--- config.mk ---
export PLATFORM = sky130hd
export DESIGN_NAME = symbol_sync_ctrl
export DESIGN_NICKNAME = d
export VERILOG_FILES = /design/src/rtl/ble_rx_pkg.sv /design/src/rtl/symbol_period_monitor.sv /design/src/rtl/symbol_sync_ctrl.sv
export SDC_FILE = /design/constraint.sdc
export NUM_CORES = 1
export LEC_CHECK = 0
export BUFFER_PORTS_ARGS = -buffer_cell sky130_fd_sc_hd__buf_2
export CAP_MARGIN = 30
export CORE_ASPECT_RATIO = 1.4
export CORE_MARGIN = 2
export CORE_UTILIZATION = 58
export CTS_CLUSTER_DIAMETER = 150
export DETAILED_ROUTE_END_ITERATION = 8
export PLACE_DENSITY = 0.79
export REMOVE_ABC_BUFFERS = 1
export SETUP_SLACK_MARGIN = 0.4
export SYNTH_ARGS = -nofsm -noshare
export SYNTH_HDL_FRONTEND = slang
export SYNTH_SLANG_ARGS = --single-unit
--- constraint.sdc ---
create_clock -name clk -period 2.6 [get_ports clk]
set_clock_uncertainty 0.2 [all_clocks]
set_input_delay 0.26 -clock clk [delete_from_list [all_inputs] [get_ports clk]]
set_output_delay 0.26 -clock clk [all_outputs]
set_load 0.05 [all_outputs]
--- src/rtl/ble_rx_pkg.sv ---
// Shared types and constants for the BLE receive symbol-sync path.
package ble_rx_pkg;

   typedef enum logic [2:0] {
      ST_IDLE  = 3'd0,
      ST_FLUSH = 3'd1,
      ST_ACQ   = 3'd2,
      ST_TRACK = 3'd3,
      ST_DONE  = 3'd4,
      ST_ERR   = 3'd5
   } sync_state_t;

   // Samples per symbol used by clock_recovery.
   localparam int DEFAULT_SAMPLE_RATE = 16;

   // Depth of the clock_recovery pipeline; symbol_clk is garbage until it fills.
   localparam int PIPELINE_STAGES = 9;

   // Bits needed to hold a counter that reaches max_val.
   function automatic int cnt_width(input int max_val);
      return (max_val < 2) ? 1 : $clog2(max_val + 1);
   endfunction

endpackage

--- src/rtl/symbol_period_monitor.sv ---
// Measures symbol_clk intervals in samples, counts consecutive in-tolerance
// intervals and flags a missing symbol_clk (gap longer than two symbols).
module symbol_period_monitor
   import ble_rx_pkg::*;
#(
   parameter int SAMPLE_RATE = DEFAULT_SAMPLE_RATE,
   parameter int PERIOD_TOL  = 2,
   parameter int LOCK_SYMS   = 8
) (
   input  logic clk,
   input  logic reset,
   input  logic run,
   input  logic sample_valid,
   input  logic symbol_clk,
   output logic lock_met,
   output logic gap
);

   localparam int GAP_LIMIT = 2 * SAMPLE_RATE;
   localparam int IW = cnt_width(GAP_LIMIT + 1);
   localparam int GW = cnt_width(LOCK_SYMS);
   localparam logic [IW-1:0] I_MAX = {IW{1'b1}};
   localparam logic [GW-1:0] G_MAX = GW'(LOCK_SYMS);

   logic [IW-1:0] interval_reg;
   logic [IW-1:0] interval_cur;
   logic [GW-1:0] good_cnt_reg;
   logic          started_reg;
   logic          in_tol;

   // Interval including the current sample; saturates instead of wrapping.
   always_comb begin
      interval_cur = interval_reg;
      if (interval_reg != I_MAX) begin
         interval_cur = interval_reg + {{(IW-1){1'b0}}, sample_valid};
      end
      in_tol = (int'(interval_cur) >= SAMPLE_RATE - PERIOD_TOL) &&
               (int'(interval_cur) <= SAMPLE_RATE + PERIOD_TOL);
   end

   // Interval counter restarts on symbol_clk; the first symbol_clk only arms measurement.
   always_ff @(posedge clk) begin
      if (reset || !run) begin
         interval_reg <= '0;
         started_reg  <= 1'b0;
         good_cnt_reg <= '0;
      end else if (symbol_clk) begin
         interval_reg <= '0;
         started_reg  <= 1'b1;
         if (started_reg) begin
            if (!in_tol) begin
               good_cnt_reg <= '0;
            end else if (good_cnt_reg != G_MAX) begin
               good_cnt_reg <= good_cnt_reg + GW'(1);
            end
         end
      end else begin
         interval_reg <= interval_cur;
      end
   end

   assign lock_met = (good_cnt_reg == G_MAX);
   assign gap      = !symbol_clk && (int'(interval_cur) > GAP_LIMIT);

endmodule

--- src/rtl/symbol_sync_ctrl.sv ---
// Symbol sync sequencing controller: restarts clock_recovery, waits out its
// pipeline, acquires timing lock, gates bit strobes through the payload.
// Optional packet statistics ports: define SYMBOL_SYNC_CTRL_STATS_EN.
module symbol_sync_ctrl
   import ble_rx_pkg::*;
#(
   parameter int SAMPLE_RATE   = DEFAULT_SAMPLE_RATE,
   parameter int FLUSH_SAMPLES = PIPELINE_STAGES,
   parameter int PERIOD_TOL    = 2,
   parameter int LOCK_SYMS     = 8,
   parameter int TIMEOUT_SYMS  = 64,
   parameter int LEN_W         = 12
) (
   input  logic             clk,
   input  logic             reset,
   input  logic             sample_valid,
   input  logic             rx_start,
   input  logic             abort,
   input  logic             preamble_detected,
   input  logic             symbol_clk,
   input  logic [LEN_W-1:0] pkt_len,
   input  logic             pkt_len_valid,
   output logic             cr_en,
   output logic             cr_resetn,
   output logic             bit_strobe,
   output logic             locked,
   output logic             busy,
   output logic             done,
   output logic             error,
   output logic [2:0]       state
`ifdef SYMBOL_SYNC_CTRL_STATS_EN
   ,
   output logic [7:0]       pkt_ok_cnt,
   output logic [7:0]       pkt_err_cnt
`endif
);

   localparam int TOUT = TIMEOUT_SYMS * SAMPLE_RATE;
   localparam int FW   = cnt_width(FLUSH_SAMPLES);
   localparam int TW   = cnt_width(TOUT);
   localparam logic [FW-1:0] FLUSH_LAST = FW'(FLUSH_SAMPLES - 1);
   localparam logic [TW-1:0] TOUT_LAST  = TW'(TOUT - 1);
   localparam logic [TW-1:0] TOUT_MAX   = TW'(TOUT);

   sync_state_t      state_reg, state_next;
   logic [FW-1:0]    flush_cnt_reg;
   logic [TW-1:0]    to_cnt_reg;
   logic             pre_flag_reg;
   logic [LEN_W-1:0] bit_cnt_reg;
   logic [LEN_W-1:0] len_reg;
   logic             len_cap_reg;

   logic cr_en_reg, cr_en_next;
   logic cr_resetn_reg, cr_resetn_next;
   logic bit_strobe_reg, bit_strobe_next;
   logic locked_reg, locked_next;
   logic busy_reg, busy_next;
   logic done_reg, done_next;
   logic error_reg, error_next;

   logic run;
   logic lock_met;
   logic gap;
   logic timeout_hit;

   assign run = (state_reg == ST_ACQ) || (state_reg == ST_TRACK);

   symbol_period_monitor #(
      .SAMPLE_RATE (SAMPLE_RATE),
      .PERIOD_TOL  (PERIOD_TOL),
      .LOCK_SYMS   (LOCK_SYMS)
   ) u_period_mon (
      .clk          (clk),
      .reset        (reset),
      .run          (run),
      .sample_valid (sample_valid),
      .symbol_clk   (symbol_clk),
      .lock_met     (lock_met),
      .gap          (gap)
   );

   assign timeout_hit = (state_reg == ST_ACQ) && sample_valid && (to_cnt_reg == TOUT_LAST);

   // Next-state and next-output logic; abort overrides every transition.
   always_comb begin
      state_next = state_reg;
      if (abort) begin
         state_next = ST_IDLE;
      end else begin
         case (state_reg)
            ST_IDLE:  if (rx_start) state_next = ST_FLUSH;
            ST_FLUSH: if (sample_valid && (flush_cnt_reg == FLUSH_LAST)) state_next = ST_ACQ;
            ST_ACQ: begin
               if (timeout_hit) begin
                  state_next = ST_ERR;
               end else if (lock_met && pre_flag_reg) begin
                  state_next = ST_TRACK;
               end
            end
            ST_TRACK: begin
               if (gap) begin
                  state_next = ST_ERR;
               end else if (bit_cnt_reg == len_reg) begin
                  state_next = ST_DONE;
               end
            end
            default:  state_next = ST_IDLE;
         endcase
      end

      cr_en_next      = sample_valid && ((state_next == ST_FLUSH) || (state_next == ST_ACQ) ||
                                         (state_next == ST_TRACK));
      cr_resetn_next  = !((state_reg == ST_IDLE) && (state_next == ST_FLUSH));
      bit_strobe_next = symbol_clk && (state_reg == ST_TRACK) && (state_next == ST_TRACK);
      locked_next     = (state_next == ST_TRACK);
      busy_next       = (state_next != ST_IDLE);
      done_next       = (state_next == ST_DONE);
      error_next      = (state_next == ST_ERR);
   end

   // State and registered outputs.
   always_ff @(posedge clk) begin
      if (reset) begin
         state_reg      <= ST_IDLE;
         cr_en_reg      <= 1'b0;
         cr_resetn_reg  <= 1'b1;
         bit_strobe_reg <= 1'b0;
         locked_reg     <= 1'b0;
         busy_reg       <= 1'b0;
         done_reg       <= 1'b0;
         error_reg      <= 1'b0;
      end else begin
         state_reg      <= state_next;
         cr_en_reg      <= cr_en_next;
         cr_resetn_reg  <= cr_resetn_next;
         bit_strobe_reg <= bit_strobe_next;
         locked_reg     <= locked_next;
         busy_reg       <= busy_next;
         done_reg       <= done_next;
         error_reg      <= error_next;
      end
   end

   // Pipeline-fill, timeout and preamble bookkeeping; cleared outside their states.
   always_ff @(posedge clk) begin
      if (reset) begin
         flush_cnt_reg <= '0;
         to_cnt_reg    <= '0;
         pre_flag_reg  <= 1'b0;
      end else begin
         if (state_reg != ST_FLUSH) begin
            flush_cnt_reg <= '0;
         end else if (sample_valid) begin
            flush_cnt_reg <= flush_cnt_reg + FW'(1);
         end

         if (state_reg != ST_ACQ) begin
            to_cnt_reg <= '0;
         end else if (sample_valid && (to_cnt_reg != TOUT_MAX)) begin
            to_cnt_reg <= to_cnt_reg + TW'(1);
         end

         if (state_reg == ST_IDLE) begin
            pre_flag_reg <= 1'b0;
         end else if ((state_reg == ST_ACQ) && preamble_detected) begin
            pre_flag_reg <= 1'b1;
         end
      end
   end

   // Payload length capture (first pulse per packet wins) and bit counting.
   always_ff @(posedge clk) begin
      if (reset || (state_reg == ST_IDLE)) begin
         bit_cnt_reg <= '0;
         len_reg     <= '1;
         len_cap_reg <= 1'b0;
      end else if (state_reg == ST_TRACK) begin
         if (bit_strobe_reg) begin
            bit_cnt_reg <= bit_cnt_reg + LEN_W'(1);
         end
         if (pkt_len_valid && !len_cap_reg) begin
            len_reg     <= pkt_len;
            len_cap_reg <= 1'b1;
         end
      end
   end

   assign cr_en      = cr_en_reg;
   assign cr_resetn  = cr_resetn_reg;
   assign bit_strobe = bit_strobe_reg;
   assign locked     = locked_reg;
   assign busy       = busy_reg;
   assign done       = done_reg;
   assign error      = error_reg;
   assign state      = state_reg;

`ifdef SYMBOL_SYNC_CTRL_STATS_EN
   logic [7:0] ok_cnt_reg;
   logic [7:0] err_cnt_reg;

   // Saturating packet outcome counters, cleared only by reset.
   always_ff @(posedge clk) begin
      if (reset) begin
         ok_cnt_reg  <= '0;
         err_cnt_reg <= '0;
      end else begin
         if (done_reg && (ok_cnt_reg != 8'hFF)) begin
            ok_cnt_reg <= ok_cnt_reg + 8'd1;
         end
         if (error_reg && (err_cnt_reg != 8'hFF)) begin
            err_cnt_reg <= err_cnt_reg + 8'd1;
         end
      end
   end

   assign pkt_ok_cnt  = ok_cnt_reg;
   assign pkt_err_cnt = err_cnt_reg;
`endif

endmodule

==> flow_results.org <==
** STA
- The final count of hold timing violations was 0.
- Dividing the final minimum period by the clock period gives 87.9%.
- Crit path setup slack, layout :: 0.314 ns
- For the final routed database, the setup TNS stands at 0 ns.
- Setup violations remaining at the end of the flow were counted as 0.
- Setup repair after global routing could not meet its margin everywhere.
- Transition time at the pin with the least slew margin :: 0.825 ns
- The worst pin sits at a relative slew slack of 44.8%.
- The clock period could shrink to 2.29 ns.
- The final count of pins violating max slew came to 0.
- Static timing analysis puts the maximum clock frequency at 437 MHz.

** Drt
- Vias post-DR :: 2591
- Vias per Instance :: 5.52
- The routed design has 6720 um of wire.
- After detailed routing, the number of remaining DRC violations is 0.
- DRC violation total after the first TritonRoute iteration :: 101
- The first TritonRoute pass finished after 4 iterations.
- In this run the remaining antenna-violating nets after routing total 0.
- After detailed routing, the average wire length per cell comes to 14.3 um.

** Power
- VDD sags by at most 0.412 mV.
- In this run the static leakage power is 1.38 nW.
- Power per standard cell area :: 503 nW/um2

** Floorplanning
- For this configuration, the core starts out at a cell density of 60.7%.
- IO Pins :: 30
- The die covers 5740 um2.
- Die outline width :: 64.6 um
- Standard cell core area :: 4920 um2
- After floorplanning, the core was divided into 30 placement rows.
- Die span in y :: 88.9 um

** Yosys
- The synthesized design spends more area on one cell type than any other, namely sky130_fd_sc_hd__dfxtp_1.
- The synthesized netlist devotes 10.8% of its cell area to compound gates.
- Synth top cells by count :: sky130_fd_sc_hd__dfxtp_1 (62), sky130_fd_sc_hd__nand2_1 (44), sky130_fd_sc_hd__nor2_1 (43), sky130_fd_sc_hd__xnor2_1 (20), sky130_fd_sc_hd__nand3_1 (19)
- Proportion of synthesized chip area in sequential cells :: 41.6%
- Asr flop ratio synth :: 0%
- By area, the combinational part of the netlist is dominated by simple AND/OR/NAND/NOR gates.
- Portion of synthesized cell area occupied by the leading cell type :: 41.6%
- Yosys printed 0 warnings.
- Share of synthesized cell area in full adder, half adder and majority cells :: 3.78%
- In this run the cell area of the synthesized design comes to 2980 um2.
- Ranked by total cell area, the synthesized netlist is headed by sky130_fd_sc_hd__dfxtp_1 (42%), sky130_fd_sc_hd__xnor2_1 (5.9%), sky130_fd_sc_hd__nand2_1 (5.5%).
- Number of synthesized flops with an enable pin :: 0
- Mean cell area of the mapped netlist :: 8.62 um2
- Area share of xor/xnor cells in the synthesized design :: 9.98%
- Number of instances in the synthesized netlist :: 346
- Summing the areas of all and, or, nand and nor instances in the mapped netlist gives 29.0% of the synthesized area.
- For this run, the leading register cell type out of synthesis is sky130_fd_sc_hd__dfxtp_1.
- Multiplexer cells account for 1.34% of the synthesized area.
- Most repeated cell in the gate-level netlist after synthesis :: sky130_fd_sc_hd__dfxtp_1
- After synthesis the netlist holds a flip-flop and latch count of 62.
- Number of distinct standard cells referenced by the synthesized netlist :: 55

** Placed design
- Cell total after placement :: 434
- After legalization and detailed placement, the total HPWL measured 4650 um.
- The count of buffers added on input and output ports is 29.
- Cell Area, Placed :: 3200 um2
- Routability-driven placement finished with a final weighted congestion of 0.771.
- At the placement stage, the worst setup path has a slack of 0.108 ns.

** Setup path
- STA classifies the critical path endpoint as a register.
- R2R cell count :: 8
- Arrival time at the worst endpoint :: 2.33 ns
- Required arrival time at the worst endpoint :: 2.64 ns
- In this run the worst path has a maximum fanout of 6.
- Crit Path Category :: register to register
- Walking the worst path, the cells encountered are ha_4, buf_4, and3b_1, o31ai_2, and3_4, o21bai_4, o22a_2, a221oi_2.
- Reg2reg end :: cr_en
- Flop2flop setup slack :: 0.31 ns
- Worst-path cell with the longest stage delay :: sky130_fd_sc_hd__dfxtp_2
- Category of the worst setup path launch point :: register
- The startpoint identified for the worst register-to-register timing path is u_period_mon.interval_reg[0].
- On the worst path, the slowest cell contributes a delay of 0.34 ns.

** Global route
- For met1 alone, demand over resource in global routing was 23.2%.
- Entering global routing, the biggest net connects 15 pins.
- Via count of the first global-routing pass :: 2554
- GRT met2 Usage :: 47.6%
- Global route hottest layer :: met2
- Across every metal layer, demand over resource in global routing totals 24.5%.
- Overflow after GRT :: 0
- Met3 GRT Util :: 5.73%
- The initial antenna violation count came to 0.
- Wire length of the first global-routing pass :: 10800 um

** CTS
- Bufs on Longest Clock Path :: 2
- CTS saw 62 sinks.
- Clock latency reported for the late side of the worst-skew pair :: 0.34 ns
- Number of H-tree branching levels :: 3
- TritonCTS built the clock tree.
- Clock-pin slew was measured on the worst setup and hold paths at 0.07 ns.
- Buffer cell driving the clock tree root :: sky130_fd_sc_hd__clkbuf_8
- Clock buffers created by TritonCTS :: 9

** Outcome
- Run status :: complete, no violations

** Layout
- Once layout is done, the placed cells without fillers occupy 3670 um2.
- Final net count :: 430
- Fillcell total :: 358
- Inserted Diodes :: 0
- Syn-to-layout area delta :: 23.2%
- In the final layout, the share of cells above drive strength 1 is 21.7%.
- Final Non-Filler Cells :: 469

** Worst hold path
- Startpoint of the worst hold path :: abort
- In this run the worst hold path is classified as input port to register.
- The worst hold path terminates at state[2].
- Instance count along the most critical hold path :: 3

** Flow run
- The tool flagged a number of max-cap violations equal to 0.
-- worst max-delay path, delay by kind of cell, from the launching register on --
family	cells	cell delay (ns)
fa+ha+maj	1	0.17
simple gates	2	0.48
buf+inv	1	0.15
flops	1	0.34
compound gates	4	0.85
-- cells in the final DEF (no fill, tap or decap), drive strengths merged, types with 9 or more instances in the layout --
| cell | count |
|---|---|
| dlygate4sd3 | 16 |
| inv | 11 |
| a21oi | 15 |
| nand3 | 20 |
| buf | 40 |
| ha | 9 |
| nand4 | 9 |
| xor2 | 14 |
| xnor2 | 20 |
| nand2 | 44 |
| dfxtp | 62 |
| clkbuf | 9 |
| nor2 | 43 |
-- kinds of logic (layout without fill, tap and decap cells) --
family	after synthesis	in the layout
flip-flops	62	62
adder cells (fa/ha/maj)	9	9
multiplexers	4	4
AND/OR/NAND/NOR	170	170
AO/OA/AOI/OAI	44	44
buffers and inverters	23	82
XOR/XNOR	34	34
-- power by group --
part	internal [mW]	leakage, nW	switching (mW)	total (mW)
registers	0.952	0.502	0.00232	0.955
clock network	0.435	0.0911	0.371	0.805
logic	0.0425	0.788	0.0437	0.0863
total	1.43	1.38	0.417	1.85
-- what timing repair did --
action | CTS | global route
hold endpoints to repair | 18 | 0
pin swaps | 8 | 4
setup buffers | 3 | 1
setup endpoints to repair | 14 | 16
resized for setup | 10 | 10
hold buffers | 16 | 0
-- how the worst max path moves through the flow --
stage | depth (start not counted) | slack, ns | startpoint | end
floorplan | 8 | 0.22 | u_period_mon.interval_reg[0] | u_period_mon.good_cnt_reg[1]
global placement | 9 | 0.18 | sample_valid | u_period_mon.good_cnt_reg[1]
detailed placement | 9 | 0.11 | sample_valid | u_period_mon.good_cnt_reg[1]
CTS | 8 | 0.34 | u_period_mon.interval_reg[0] | u_period_mon.good_cnt_reg[1]
global route | 8 | 0.21 | u_period_mon.interval_reg[0] | u_period_mon.good_cnt_reg[1]
finish | 8 | 0.31 | u_period_mon.interval_reg[0] | cr_en
-- cell type report --
type,instances,area (um2),area share (%)
Multi-Input combinational cell,261,1730,47.1
Sequential cell,62,1240,33.9
Timing Repair Buffer,56,388,10.6
Clock buffer,9,124,3.37
Tap cell,64,80.1,2.18
Clock inverter,6,63.8,1.74
Inverter,11,41.3,1.12
-- per-layer routing --
metal	vias up	wire, um
li1	1305	-
met5	-	0
met1	1229	2610
met2	41	3750
met3	16	163
met4	0	192
-- metrics by stage --
| stage | hold WS [ns] | utilization, % | power (mW) |
|---|---|---|---|
| after detailed placement | 0.256 | 65.0 | 1.04 |
| after global routing | 0.0584 | 74.7 | 1.91 |
| after global placement | 0.245 | 65.0 | 1.04 |
| after floorplan | 0.129 | - | 1.01 |
| final | 0.0584 | 74.7 | 1.85 |
| after CTS | 0.0435 | 73.5 | 1.86 |
Note: power is estimated with default switching activity, not from simulation.
